$ cat src/rtl/fma_pkg.sv
// rtl/fma_pkg.sv - shared types and constants for the FMA alignment shifter
package fma_pkg;

  localparam int ALN_GUARD = 1;

  localparam int DEF_LANES = 4;
  localparam int DEF_ACCW  = 48;
  localparam int DEF_SFTW  = 6;

  typedef struct packed {
    logic                            en;
    logic [DEF_LANES-1:0]            lane_en;
    logic [DEF_LANES-1:0]            neg;
    logic [DEF_LANES*DEF_ACCW-1:0]   acc;
    logic [DEF_LANES*DEF_SFTW-1:0]   sft;
  } sftpit;

  typedef struct packed {
    logic [DEF_LANES*DEF_ACCW-1:0]               acco;
    logic [DEF_LANES*(DEF_ACCW+ALN_GUARD)-1:0]   aln;
    logic [DEF_LANES-1:0]                        sticky;
  } sftpot;

endpackage

$ cat src/rtl/alnsft_lane.sv
// rtl/alnsft_lane.sv - one lane of coarse/fine right shift with sticky generation
module alnsft_lane
  import fma_pkg::*;
#(
  parameter int ACCW = 48,
  parameter int SFTW = 6
) (
  input  logic [ACCW-1:0]           acc,
  input  logic [SFTW-4:0]           sft_hi,
  output logic [ACCW+ALN_GUARD-1:0] part,
  output logic                      part_sticky,
  input  logic [ACCW+ALN_GUARD-1:0] part_q,
  input  logic                      part_sticky_q,
  input  logic [2:0]                sft_lo,
  input  logic                      neg,
  input  logic                      en,
  output logic [ACCW+ALN_GUARD-1:0] aln,
  output logic                      sticky
);

  localparam int W = ACCW + ALN_GUARD;

  logic [W-1:0]    ext;
  logic [SFTW-1:0] coarse_amt;
  logic [2*W-1:0]  coarse_win;
  logic [W+7:0]    fine_win;

  assign ext        = {acc, {ALN_GUARD{1'b0}}};
  assign coarse_amt = {sft_hi, 3'b000};

  // The low half of the double-width window collects every bit shifted out.
  always_comb begin
    coarse_win  = {ext, {W{1'b0}}} >> coarse_amt;
    part        = coarse_win[2*W-1:W];
    part_sticky = |coarse_win[W-1:0];
    if (int'(coarse_amt) >= W) begin
      part        = '0;
      part_sticky = |acc;
    end
  end

  always_comb begin
    fine_win = {part_q, 8'h00} >> sft_lo;
    aln      = '0;
    sticky   = 1'b0;
    if (en) begin
      aln    = neg ? ~fine_win[W+7:8] : fine_win[W+7:8];
      sticky = part_sticky_q | (|fine_win[7:0]);
    end
  end

endmodule

$ cat src/rtl/alnsft_pipe.sv
// rtl/alnsft_pipe.sv - two-stage multi-lane alignment shifter with valid/ready flow control
module alnsft_pipe
  import fma_pkg::*;
#(
  parameter int LANES = 4,
  parameter int ACCW  = 48,
  parameter int SFTW  = 6
) (
  input  logic                              clk,
  input  logic                              reset,
  input  logic                              in_valid,
  output logic                              in_ready,
  input  logic [LANES-1:0]                  lane_en,
  input  logic [LANES-1:0]                  neg,
  input  logic [LANES*ACCW-1:0]             acc,
  input  logic [LANES*SFTW-1:0]             sft,
  output logic                              out_valid,
  input  logic                              out_ready,
  output logic [LANES*ACCW-1:0]             acco,
  output logic [LANES*(ACCW+ALN_GUARD)-1:0] aln,
  output logic [LANES-1:0]                  sticky
);

  localparam int W = ACCW + ALN_GUARD;

  logic v1, v2, ld1, ld2;

  logic [LANES*W-1:0]    part_d, s1_part, aln_d;
  logic [LANES-1:0]      part_sticky_d, s1_sticky, s1_neg, s1_en, sticky_d;
  logic [LANES*3-1:0]    sft_lo_d, s1_lo;
  logic [LANES*ACCW-1:0] s1_acc, acco_d;

  assign ld2       = !v2 || out_ready;
  assign ld1       = !v1 || ld2;
  assign in_ready  = ld1;
  assign out_valid = v2;

  genvar i;
  generate
    for (i = 0; i < LANES; i++) begin : g_lane
      assign sft_lo_d[i*3 +: 3]  = sft[i*SFTW +: 3];
      assign acco_d[i*ACCW +: ACCW] = s1_en[i] ? s1_acc[i*ACCW +: ACCW] : '0;

      alnsft_lane #(
        .ACCW (ACCW),
        .SFTW (SFTW)
      ) u_lane (
        .acc           (acc[i*ACCW +: ACCW]),
        .sft_hi        (sft[i*SFTW+3 +: SFTW-3]),
        .part          (part_d[i*W +: W]),
        .part_sticky   (part_sticky_d[i]),
        .part_q        (s1_part[i*W +: W]),
        .part_sticky_q (s1_sticky[i]),
        .sft_lo        (s1_lo[i*3 +: 3]),
        .neg           (s1_neg[i]),
        .en            (s1_en[i]),
        .aln           (aln_d[i*W +: W]),
        .sticky        (sticky_d[i])
      );
    end
  endgenerate

  always_ff @(posedge clk or negedge reset) begin
    if (!reset) begin
      v1 <= 1'b0;
      v2 <= 1'b0;
    end else begin
      if (ld1) v1 <= in_valid;
      if (ld2) v2 <= v1;
    end
  end

  // Coarse stage: data only moves on an accepted input, so a stalled stage holds.
  always_ff @(posedge clk or negedge reset) begin
    if (!reset) begin
      s1_part   <= '0;
      s1_sticky <= '0;
      s1_lo     <= '0;
      s1_neg    <= '0;
      s1_en     <= '0;
      s1_acc    <= '0;
    end else if (ld1 && in_valid) begin
      s1_part   <= part_d;
      s1_sticky <= part_sticky_d;
      s1_lo     <= sft_lo_d;
      s1_neg    <= neg;
      s1_en     <= lane_en;
      s1_acc    <= acc;
    end
  end

  always_ff @(posedge clk or negedge reset) begin
    if (!reset) begin
      aln    <= '0;
      sticky <= '0;
      acco   <= '0;
    end else if (ld2 && v1) begin
      aln    <= aln_d;
      sticky <= sticky_d;
      acco   <= acco_d;
    end
  end

endmodule

$ cat config.mk
export PLATFORM = sky130hd
export DESIGN_NAME = alnsft_pipe
export DESIGN_NICKNAME = d
export VERILOG_FILES = /design/src/rtl/fma_pkg.sv /design/src/rtl/alnsft_lane.sv /design/src/rtl/alnsft_pipe.sv
export SDC_FILE = /design/constraint.sdc
export NUM_CORES = 2
export LEC_CHECK = 0
export BUFFER_PORTS_ARGS = -buffer_cell sky130_fd_sc_hd__buf_2
export CAP_MARGIN = 20
export CORE_MARGIN = 2
export CORE_UTILIZATION = 35
export CTS_CLUSTER_DIAMETER = 40
export DETAILED_ROUTE_END_ITERATION = 8
export REMOVE_ABC_BUFFERS = 1
export SYNTH_ARGS = -nofsm -noshare
export SYNTH_HDL_FRONTEND = slang
export SYNTH_SLANG_ARGS = --single-unit
$ cat constraint.sdc
create_clock -name clk -period 2.3 [get_ports clk]
set_input_delay 0.575 -clock clk [delete_from_list [all_inputs] [get_ports clk]]
set_output_delay 0.575 -clock clk [all_outputs]
set_load 0.01 [all_outputs]
==> results.sh <==
export IMPL_status="finished clean"
export IMPL_drv_cap=0
export IMPL_drive_gt1_share_pct=30.6
export IMPL_whs_ns=0.0628
export IMPL_rrSetupSlack_ns=0.14
export IMPL_fp_dieH_um=355
export IMPL_crit_path_end_kind="primary output"
export IMPL_period_share_pct=95.0
export IMPL_clk_insertion_delay_late_ns=0.78
export IMPL_critPathSlowestCell="dfrtp_1"
export IMPL_cp_data_arrival_time_ns=1.61
export IMPL_antenna_found_initial=7
export IMPL_synth_yosys_warnings=0
export IMPL_grt_setup_unrepaired="false"
export IMPL_hp_class="primary input to flop"
export IMPL_nets=5645
export IMPL_ff2ff_path_depth=5
export IMPL_grtUsageTotal_pct=25.0
export IMPL_synthSimpleGateAreaFrac_pct=17.6
export IMPL_startpoint_type="flop"
export IMPL_synth_cell_types=71
export IMPL_cts_buffer_depth=3
export IMPL_vias=38813
export IMPL_numCtsBuffers=137
export IMPL_finalSetupViolations=0
export IMPL_maxSlewViolCount=0
export IMPL_final_cell_area_um2=57000
export IMPL_initial_utilization_pct=35.4
export IMPL_critPathMaxStageDelay_ns=0.37
export IMPL_syn_to_final_growth_pct=32.0
export IMPL_first_global_vias=38827
export IMPL_grt_max_degree=114
export IMPL_crit_path_max_fanout=3
export IMPL_crit_chain="nand3b_1, buf_4, buf_2"
export IMPL_dieArea_um2=126000
export IMPL_min_period_ns=2.19
export IMPL_synth_cells=4417
export IMPL_cts_tree="done"
export IMPL_post_dp_cell_area_um2=51900
export IMPL_avgSynthCellArea_um2=9.78
export IMPL_worstPathRequired_ns=1.73
export IMPL_wl_um=161000
export IMPL_hold_depth=3
export IMPL_ir_drop_mv=0.806
export IMPL_synth_seq_cells=806
export IMPL_die_x_um=355
export IMPL_dp_hpwl_um=123000
export IMPL_core_area_um2=122000
export IMPL_port_buffers=621
export IMPL_drtAntennaViolNets=0
export IMPL_ys_flop_type="dfrtp_1"
export IMPL_ios=622
export IMPL_reg2reg_from="s1_lo[3]"
export IMPL_finalNonFillerCells=7164
export IMPL_cts_root_buf="clkbuf_16"
export IMPL_critical_path_top_delay_family="flip-flops"
export IMPL_min_to="s1_acc[108]"
export IMPL_synth_fa_ha_area_share_pct=0
export IMPL_synth_area_mux_share_pct=18.5
export IMPL_final_fill_count=11581
export IMPL_ys_seq_area_share_pct=46.7
export IMPL_overflow=0
export IMPL_via_per_inst=5.42
export IMPL_htreeDepth=4
export IMPL_async_reset_ff_share_pct=100
export IMPL_synth_compound_area_share_pct=9.75
export IMPL_crit_type="flop to primary output"
export IMPL_synth_xor_area_share_pct=3.97
export IMPL_clock_sinks=806
export IMPL_synth_top_family_by_area="multiplexers"
export IMPL_r2r_end="aln[81]"
export IMPL_synth_area_um2=43200
export IMPL_wl_per_cell_um=22.5
export IMPL_path_clk_slew_ns=0.06
export IMPL_row_count=128
export IMPL_p_leak_nw=28.4
export IMPL_gp_congestion=0.941
export IMPL_dp_cells=6880
export IMPL_powerDensity_nw_per_um2=923
export IMPL_drt_iter0_drc=3611
export IMPL_hold_start="acc[108]"
export IMPL_max_slew_margin_pct=31.9
export IMPL_skew_ns=0.0290
export IMPL_synth_edf_count=0
export IMPL_grt_pass1_wl_um=242000
export IMPL_cp_num_buf_inv=2
export IMPL_finalHoldViolations=0
export IMPL_route_detailed_drc=0
export IMPL_max_freq_ghz=0.458
export IMPL_drt_first_pass_iters=7
export IMPL_worst_pin_slew_ns=1.02
## cells in the mapped netlist, drive strengths merged, types with 57 or more instances
| cell type | n | area share [%] |
|---|---|---|
| nand2 | 1359 | 12 |
| dfrtp | 806 | 47 |
| mux2i | 326 | 7.6 |
| o21ai | 304 | 3.5 |
| clkbuf | 220 | 1.9 |
| nand3 | 209 | 2.4 |
| mux4 | 179 | 9.4 |
| xor2 | 172 | 3.5 |
| buf | 132 | 1.5 |
| nor2 | 103 | 0.89 |
| a22o | 88 | 1.8 |
| mux2 | 57 | 1.5 |
## layout make-up
type | instances | area, um2 | area share (%)
Tap cell | 1625 | 2030 | 3.56
Clock inverter | 82 | 1230 | 2.17
Sequential cell | 806 | 20200 | 35.4
Inverter | 24 | 93.8 | 0.165
Antenna cell | 9 | 22.5 | 0.0395
Clock buffer | 170 | 3650 | 6.41
Timing Repair Buffer | 1213 | 8290 | 14.5
Multi-Input combinational cell | 3235 | 21500 | 37.7
## worst max path at each step
stage | startpoint | endpoint | slack [ns] | cells past startpoint
2_1_floorplan | out_ready | s1_part[179] | -7.07 | 4
3_3_place_gp | sft[10] | s1_sticky[1] | -0.49 | 9
3_5_place_dp | sft[10] | s1_sticky[1] | -0.53 | 9
4_1_cts | out_valid | in_ready | 0.03 | 3
5_1_grt | acc[121] | s1_sticky[2] | 0.004 | 9
6_report | out_valid | in_ready | 0.11 | 3
## worst register-to-register path, delay by kind of cell (launching register included)
kind / cells / cell delay [ns]
compound gates: 1 / 0.10
buf+inv: 1 / 0.25
xor+xnor: 1 / 0.23
mux: 2 / 0.82
flops: 1 / 0.64
## through the flow
step | TNS, ns | power (W) | worst slack [ns] | utilization [%]
2_1_floorplan | -4049.50 | 0.0249 | -7.07 | -
3_3_place_gp | -2.87 | 0.0310 | -0.492 | 42.5
3_5_place_dp | -3.43 | 0.0311 | -0.529 | 42.5
4_1_cts | 0 | 0.0530 | 0.0325 | 46.6
5_1_grt | 0 | 0.0550 | 0.00352 | 46.7
6_report | 0 | 0.0526 | 0.114 | 46.7
## flip-flops by register name, indices dropped and copies added, names as in the netlist
register	flops
sticky	4
s1_acc	192
s1_lo	12
acco	192
s1_part	196
s1_en	4
s1_neg	4
out_valid	1
aln	196
s1_sticky	4
v1	1
## routing by layer
metal	vias to the layer above	wire length [um]	GRT usage [%]
li1	17498	-	-
met1	19336	68700	33.6
met2	1655	74200	39.3
met3	324	11600	5.22
met4	0	6540	10.3
met5	-	0	0
## report_power, final
| part | total [W] | internal, W | switching [W] | leakage [nW] |
|---|---|---|---|---|
| clock network | 0.0216 | 0.0136 | 0.00800 | 2.34 |
| logic | 0.0128 | 0.00548 | 0.00735 | 15.7 |
| registers | 0.0182 | 0.0164 | 0.00186 | 10.4 |
| total | 0.0526 | 0.0354 | 0.0172 | 28.4 |
## cells in the final DEF (no fill, tap or decap), drive strengths merged, types with 6 or more instances in the layout
cell | Yosys | routed
nand2 | 1359 | 1359
buf | 132 | 1196
dfrtp | 806 | 806
mux2i | 326 | 326
o21ai | 304 | 304
nand3 | 209 | 209
mux4 | 179 | 179
xor2 | 172 | 172
clkbuf | 220 | 170
nor2 | 103 | 103
a22o | 88 | 88
mux2 | 57 | 57
a21oi | 53 | 53
inv | 21 | 46
nor4 | 42 | 42
o21a | 40 | 40
clkinv | 3 | 30
o221ai | 27 | 27
xnor2 | 24 | 24
nor3 | 20 | 20
o2bb2ai | 18 | 18
nand2b | 17 | 17
a221oi | 17 | 17
nand4 | 17 | 17
bufinv | 0 | 17
dlygate4sd3 | 0 | 17
nor2b | 15 | 15
or4 | 14 | 14
a211oi | 13 | 13
clkinvlp | 0 | 13
a22oi | 12 | 12
o22ai | 12 | 12
a31oi | 10 | 10
diode | 0 | 9
or3 | 9 | 9
and2 | 9 | 9
a2bb2oi | 7 | 7
a32oi | 7 | 7
nor4b | 6 | 6
## kinds of logic (layout without fill, tap and decap cells)
kind of cell           after synthesis  count (layout)
AND/OR/NAND/NOR                   1830            1830
flip-flops                         806             806
AO/OA/AOI/OAI                      647             647
multiplexers                       562             562
buffers and inverters              376            1489
XOR/XNOR                           196             196
other                                0               9
## timing repair
action | 4_1_cts | 5_1_grt
endpoints found under the hold margin | 139 | 0
endpoints found under the setup margin | 2 | 6
hold buffers | 17 | 0
gates resized for setup | 1 | 3
buffers inserted | 1 | 4
No activity file was read; power rests on OpenSTA's default activity.
